### src/rtl/eq_gain_scheduler.sv
// eq_gain_scheduler: holds per-band target gains written over a valid/ready
// port, ramps the live EQ gain bus one LSB per ramp interval, and commits
// each ramp step atomically through a band-by-band shadow sweep.
module eq_gain_scheduler #(
    parameter int NUMBER_OF_FILTERS = 10,
    parameter int GAIN_BITS         = 4,
    parameter int BAND_BITS         = 4,
    parameter int RAMP_DIV          = 4,
    parameter int RESET_GAIN        = 1
) (
    input  logic                                   i_clk,
    input  logic                                   i_reset,
    input  logic                                   i_sample_tick,
    input  logic                                   i_wr_valid,
    output logic                                   o_wr_ready,
    input  logic [BAND_BITS-1:0]                   i_wr_band,
    input  logic [GAIN_BITS-1:0]                   i_wr_gain,
    input  logic                                   i_mute,
    input  logic                                   i_clr_err,
    output logic [NUMBER_OF_FILTERS*GAIN_BITS-1:0] o_gain_out,
    output logic                                   o_eq_en,
    output logic                                   o_settled,
    output logic                                   o_busy,
    output logic [1:0]                             o_err
);

    localparam int                   DIV_W      = (RAMP_DIV > 1) ? $clog2(RAMP_DIV) : 1;
    localparam logic [DIV_W-1:0]     DIV_LAST   = DIV_W'(RAMP_DIV - 1);
    localparam logic [GAIN_BITS-1:0] RST_GAIN   = GAIN_BITS'(RESET_GAIN);
    localparam logic [BAND_BITS-1:0] LAST_BAND  = BAND_BITS'(NUMBER_OF_FILTERS - 1);

    typedef enum logic [1:0] {
        IDLE,
        SWEEP,
        COMMIT
    } state_t;

    state_t               r_state;
    logic [GAIN_BITS-1:0] r_target [NUMBER_OF_FILTERS];
    logic [GAIN_BITS-1:0] r_shadow [NUMBER_OF_FILTERS];
    logic [GAIN_BITS-1:0] r_live   [NUMBER_OF_FILTERS];
    logic [DIV_W-1:0]     r_div_cnt;
    logic [BAND_BITS-1:0] r_band;
    logic                 r_eq_en;
    logic                 r_settled;
    logic [1:0]           r_err;

    logic [GAIN_BITS-1:0] w_target_nxt [NUMBER_OF_FILTERS];
    logic [GAIN_BITS-1:0] w_live_nxt   [NUMBER_OF_FILTERS];
    logic                 w_settled_nxt;
    logic                 w_wr_fire;
    logic                 w_band_ok;
    logic                 w_bad_wr;
    logic                 w_overrun;
    logic [GAIN_BITS-1:0] w_eff_target;
    logic [GAIN_BITS-1:0] w_cur_gain;
    logic [GAIN_BITS-1:0] w_step_gain;

    // Writes are only accepted in IDLE; reset holds the port closed.
    assign o_wr_ready = (r_state == IDLE) && !i_reset;
    assign o_busy     = (r_state != IDLE);
    assign o_eq_en    = r_eq_en;
    assign o_settled  = r_settled;
    assign o_err      = r_err;

    assign w_wr_fire = i_wr_valid && o_wr_ready;
    assign w_band_ok = (i_wr_band <= LAST_BAND);
    assign w_bad_wr  = w_wr_fire && !w_band_ok;
    assign w_overrun = i_sample_tick && (r_state != IDLE);

    // Flatten the live gains onto the packed bus, band i at [i*GAIN_BITS +: GAIN_BITS].
    for (genvar g = 0; g < NUMBER_OF_FILTERS; g++) begin : g_pack
        assign o_gain_out[g*GAIN_BITS +: GAIN_BITS] = r_live[g];
    end

    // One-LSB step of the band under sweep toward its effective target; never overshoots, so never wraps.
    always_comb begin
        w_eff_target = i_mute ? '0 : r_target[r_band];
        w_cur_gain   = r_live[r_band];
        if (w_cur_gain < w_eff_target) begin
            w_step_gain = w_cur_gain + 1'b1;
        end else if (w_cur_gain > w_eff_target) begin
            w_step_gain = w_cur_gain - 1'b1;
        end else begin
            w_step_gain = w_cur_gain;
        end
    end

    // Next target/live arrays, so settled can be judged on the values they are about to hold.
    always_comb begin
        // NOTE: every output gets a default before any conditional update, so no latch is inferred.
        w_target_nxt = r_target;
        w_live_nxt   = r_live;
        if (w_wr_fire && w_band_ok) begin
            w_target_nxt[i_wr_band] = i_wr_gain;
        end
        if (r_state == COMMIT) begin
            w_live_nxt = r_shadow;
        end
    end

    // Settled when every next live gain equals its next effective target.
    always_comb begin
        w_settled_nxt = 1'b1;
        for (int i = 0; i < NUMBER_OF_FILTERS; i++) begin
            if (w_live_nxt[i] != (i_mute ? '0 : w_target_nxt[i])) begin
                w_settled_nxt = 1'b0;
            end
        end
    end

    // Sequencer FSM with ramp divider, sweep/commit, error flags and eq_en.
    always_ff @(posedge i_clk) begin
        if (i_reset) begin
            r_state   <= IDLE;
            r_div_cnt <= '0;
            r_band    <= '0;
            r_eq_en   <= 1'b0;
            r_settled <= 1'b1;
            r_err     <= 2'b00;
            // NOTE: the gain arrays are reset on purpose: the EQ must start from a known gain,
            // and a reset mid-sweep must throw away the partial shadow.
            for (int i = 0; i < NUMBER_OF_FILTERS; i++) begin
                r_target[i] <= RST_GAIN;
                r_shadow[i] <= RST_GAIN;
                r_live[i]   <= RST_GAIN;
            end
        end else begin
            // NOTE: non-blocking assignments throughout, so every register samples pre-edge values.
            r_eq_en   <= i_sample_tick;
            r_target  <= w_target_nxt;
            r_live    <= w_live_nxt;
            r_settled <= w_settled_nxt;
            r_err     <= (i_clr_err ? 2'b00 : r_err) | {w_bad_wr, w_overrun};
            case (r_state)
                IDLE: begin
                    if (i_sample_tick) begin
                        if (r_div_cnt == DIV_LAST) begin
                            r_div_cnt <= '0;
                            r_band    <= '0;
                            r_state   <= SWEEP;
                        end else begin
                            r_div_cnt <= r_div_cnt + 1'b1;
                        end
                    end
                end
                SWEEP: begin
                    r_shadow[r_band] <= w_step_gain;
                    if (r_band == LAST_BAND) begin
                        r_state <= COMMIT;
                    end else begin
                        r_band <= r_band + 1'b1;
                    end
                end
                COMMIT: begin
                    r_state <= IDLE;
                end
                default: begin
                    r_state <= IDLE;
                end
            endcase
        end
    end

endmodule

### config.mk
export PLATFORM = sky130hd
export DESIGN_NAME = eq_gain_scheduler
export DESIGN_NICKNAME = d
export VERILOG_FILES = /design/src/rtl/eq_gain_scheduler.sv
export SDC_FILE = /design/constraint.sdc
export NUM_CORES = 1
export LEC_CHECK = 0
export BUFFER_PORTS_ARGS = -buffer_cell sky130_fd_sc_hd__buf_4
export CAP_MARGIN = 20
export CORE_MARGIN = 1
export CORE_UTILIZATION = 50
export CTS_CLUSTER_SIZE = 30
export DETAILED_ROUTE_END_ITERATION = 8
export PLACE_DENSITY_LB_ADDON = 0.3
export SLEW_MARGIN = 10
export SYNTH_ARGS = -nofsm -noshare
export SYNTH_HDL_FRONTEND = slang
export SYNTH_SLANG_ARGS = --single-unit
### constraint.sdc
create_clock -name i_clk -period 4.5 [get_ports i_clk]
set_input_delay 0.9 -clock i_clk [delete_from_list [all_inputs] [get_ports i_clk]]
set_output_delay 0.9 -clock i_clk [all_outputs]
set_load 0.02 [all_outputs]
* Yosys cells after proc, flatten, opt, wreduce, memory -nomap -nowiden
Index checks and enable logic that the tools add are counted.
Word-level totals: bits in registers 132, bits in latches 0, bits in writable memories 0, ROM bits 0, bits of input ports 14, output and inout port bits 46, logic and storage cells 130, memories 0
Cells by class: add/sub/neg operators 4, multipliers 0, div/mod/pow operators 0, order comparisons 7, eq/ne operators 18, shift operators 0, mux-type cells 47, bitwise logic cells 3, reduce and logical (&&, ||, !) cells 15
Operator list (number):
- $mux 4 | 22
- $bwmux 40 | 2
- $mux 40 | 2
- $ne 4x4->1 | 10
- $bmux 4 s4 | 2
- $demux 4 s4 | 2
- $ge 5x5->1 const B | 2
- $lt 5x1->1 const B | 2
- $mux 1 | 10
- $mux 2 | 5
- $not 4->5 | 2
- $add 4x1->4 const B | 2
- $pmux 4 s2 | 1
- $logic_and 1x1->1 | 7
- $ne 2x2->1 const B | 3
- $eq 2x2->1 const B | 2
- $eq 4x4->1 const B | 1
- $gt 4x4->1 | 1
- $le 4x4->1 const B | 1
- $lt 4x4->1 | 1
- $pmux 2 s2 | 1
- $reduce_and 4->1 | 1
- $reduce_bool 2->1 | 2
- $sub 4x1->4 const B | 1
- other kinds (8) | 9

* Longest topological paths before layout
depth after elaboration 19, mapped depth 15, mapped depth without buffers 12

* Worst setup path before layout
Ideal clock, no wire load.
path type register to register, start reg r_band[0], end reg r_shadow[30] (netlist bit), setup time 0.144 ns, arrival time 3.362 ns, data required time 4.356 ns, setup slack 0.994 ns, stages on the path, launching flop included 15, path buffers 2, period minus slack after synthesis 3.506 ns, cells stage by stage dfxtp_1 buf_2 buf_2 mux4_2 mux2i_1 o22ai_1 nand2b_1 ha_1 nor2b_1 o21a_1 o21a_1 nor2_1 mux2i_1 xor2_1 a211oi_1
On the way: cells in the longest elaborated chain, start to end 9, elaborated cells on any way between the ends 20, those cells by class add/sub (2); order compare (4); mux (12); bitwise (1); reduce/logical (1)
RTL lines:
- from (decl) | line 43 | logic [BAND_BITS-1:0] r_band;
- from (signal assigned) | line 152 | r_band <= r_band + 1'b1;
- $not 4->5 (implied by the code) (*) | line 78, 79, 148
- $bmux 4 s4 | line 78 | w_eff_target = i_mute ? '0 : r_target[r_band];
- $mux 4 (implied by the code) (2 in a row) | line 78
- $mux 4 | line 78
- $gt 4x4->1 | line 82 | end else if (w_cur_gain > w_eff_target) begin
- $mux 4 | line 82
- $mux 4 | line 80 | if (w_cur_gain < w_eff_target) begin
- $bwmux 40 (*) | line 148 | r_shadow[r_band] <= w_step_gain;
- to (signal, indexed assignment) | line 148
- to (decl) | line 40 | logic [GAIN_BITS-1:0] r_shadow [NUMBER_OF_FILTERS];
Mark *: on every way between the ends. The rest lies on a longest branch, timed or not. The select of a mux whose other input is x is not followed. A chain may end at the register's enable or synchronous reset.

* Worst setup path in the final report
start reg r_band[0], end reg r_shadow[5] (netlist bit)
Same word-level chain as after synthesis.

==> flow_summary.ini <==
[status]
status = finished clean

[floorplanning]
initial_core_util = 0.514
ios = 60
die_w_microns = 119
rows = 42
core_sq_um = 13300
die_area_sq_um = 14100
die_h_microns = 119

[routing]
drc = 0
first_pass_iters = 4
vias = 5557
wl_microns = 19200
drt-vias-per-instance = 5.91
wl_per_cell_microns = 20.4
ant_nets = 0
drt_iter0_drc = 496

[synth]
ys_ff_latch = 132
synthesis.nets = 737
synth_common_cells = dfxtp_1 (132), mux2i_1 (120), nor2_1 (94), nand2_1 (50), nand2b_1 (36)
synth.top_cell.area_share = 0.387
syn_area_per_cell_sq_um = 9.59
yosys.cell_types.count = 52
yosysMostFrequentCell = dfxtp_1
synthCells = 712
synthesis.area_sq_um = 6830
synth-edff-count = 0
ys.flop_type = dfxtp_1
synth_largest_area_cell = dfxtp_1
ys_top_cells_by_area = dfxtp_1 (39%), mux2i_1 (18%), mux4_2 (5.3%)
ys_warn_count = 0
seq_area_frac_synth = 0.387
async_flop_share = 0

[placement]
dp_slack_ns = 0.508
dp_hpwl_microns = 13900
portBuffers = 59
postPlaceCellArea_sq_um = 7360
gp_routability_congestion = 0.869

[timing]
rsz0062_at_grt = no
report.final.slew_viol_count = 0
period_share = 0.906
post-route-min-period_ns = 4.08
setup_viol = 0
worst_pin_slew_ns = 1.08
max_clock_freq_ghz = 0.245
setup-tns-final_ns = 0
hold_viol = 0
fin_skew_ns = 0.00854
fin_ws_ns = 0.421
maxSlewHeadroom = 0.276

[layout]
finish.utilization = 0.597
area_delta_synth_final_pct = 16.3
drive_gt1_frac = 0.177
final_area_sq_um = 7940
n_antenna_cell = 0
fin_nets = 776

[clock_tree]
cts_tree = built
worstSkewPairLatency_ns = 0.43
post_cts_buffers = 0
numCtsBuffers = 17
cts-hold-fix-buffers = 0
clk_pin_slew_worst_paths_ns = 0.06
cts_root_buf = clkbuf_16
cts-resized-gates = 0
clk_path_buf_depth = 2
cts.sinks = 132
htreeDepth = 4

[pwr]
power.total_uw = 2670
ir_worst_vdd_v = 0.000318
leakagePower_uw = 0.00361
power_density_nw_per_um2 = 336

[critical_path]
worst_ep_arrival_time_ns = 4.34
crit_path_max_fanout = 22
path_class = reg2reg
endpoint_kind = register
required_ns = 4.76
start_kind = register

[grt]
grt.overflow.total = 0
grt_pass1_wl_microns = 29700
grt_usage = 0.282
grt_max_degree = 90
antenna_found_initial = 0
first_global_vias = 5306

[worst_hold_path]
min-delay-path-class = reg2reg

[job]
cap_violations = 0
[final timing paths]
kind | cells after the start | start | slack, ns | to
worst max-delay path | 12 | r_band[0] | 0.42 | r_shadow[5]
worst min register to register | 2 | o_err[1] | 0.47 | o_err[1]
worst min-delay path | 2 | o_err[1] | 0.47 | o_err[1]
worst max register to register | 12 | r_band[0] | 0.42 | r_shadow[5]
[final cells by class]
type | instances | area [sq um]
flip-flops and latches | 132 | 2640
well taps | 176 | 220
clock buffers | 20 | 447
multi-input cells | 520 | 3920
fillers | 1135 | 5350
inverters | 6 | 22.5
clock inverters | 12 | 131
repair buffers | 74 | 556
[through the flow]
stage | hold slack [ns] | std cells
floorplan | 0.440 | 712
global placement | 0.446 | 908
CTS | 0.470 | 940
finish | 0.467 | 940
detailed placement | 0.462 | 908
global route | 0.496 | 940
[layout by cell type (no fill, tap or decap), types with 6 or more instances in the layout]
| cell | n |
|---|---|
| nor2_1 | 94 |
| inv_1 | 6 |
| o21ai_0 | 18 |
| nand2_1 | 50 |
| clkbuf_16 | 17 |
| buf_4 | 74 |
| o22ai_1 | 9 |
| and2_1 | 10 |
| xnor2_1 | 25 |
| mux4_2 | 16 |
| a211oi_1 | 20 |
| dfxtp_1 | 131 |
| xor2_1 | 9 |
| ha_1 | 11 |
| a21oi_1 | 20 |
| mux2i_1 | 120 |
| o211ai_1 | 10 |
| or3_1 | 9 |
| nand2b_1 | 35 |
[where the power goes]
part | switching [uW] | total (uW) | internal [uW]
sequential | 4.65 | 1180 | 1180
combinational | 80.0 | 125 | 45.4
clock | 531 | 1360 | 828
[kinds of logic (layout without fill, tap and decap cells)]
kind of cell | after synthesis | after routing | synth area share
buf+inv | 60 | 112 | 0.0392
flops | 132 | 132 | 0.387
compound gates | 99 | 99 | 0.100
fa+ha+maj | 11 | 11 | 0.0201
simple gates | 238 | 238 | 0.178
xor+xnor | 34 | 34 | 0.0436
mux | 138 | 138 | 0.232
[flip-flops by register name, summed over array words and instances (netlist names)]
register	count
o_err	2
o_gain_out	40
r_shadow	40
r_div_cnt	2
r_band	4
r_target	40
r_state	2
o_settled	1
o_eq_en	1
[per-layer routing]
metal | vias up | global-route usage | wire length, microns
met5 | - | 0 | 0
met4 | 0 | 0.126 | 554
li1 | 2607 | - | -
met3 | 38 | 0.0603 | 1110
met1 | 2722 | 0.376 | 8770
met2 | 190 | 0.437 | 8730
[critical path, stage by stage, from the launching register on]
cell      delay [ns]
dfxtp_2         0.86
buf_4           0.32
mux4_2          0.51
mux2i_1         0.18
o22a_1          0.23
ha_1            0.17
nor2b_1         0.05
o21a_1          0.16
o21a_1          0.20
nor2_1          0.18
mux2_2          0.36
o21ai_1         0.49
a211oi_1        0.19
(Power assumes the default switching activity.)
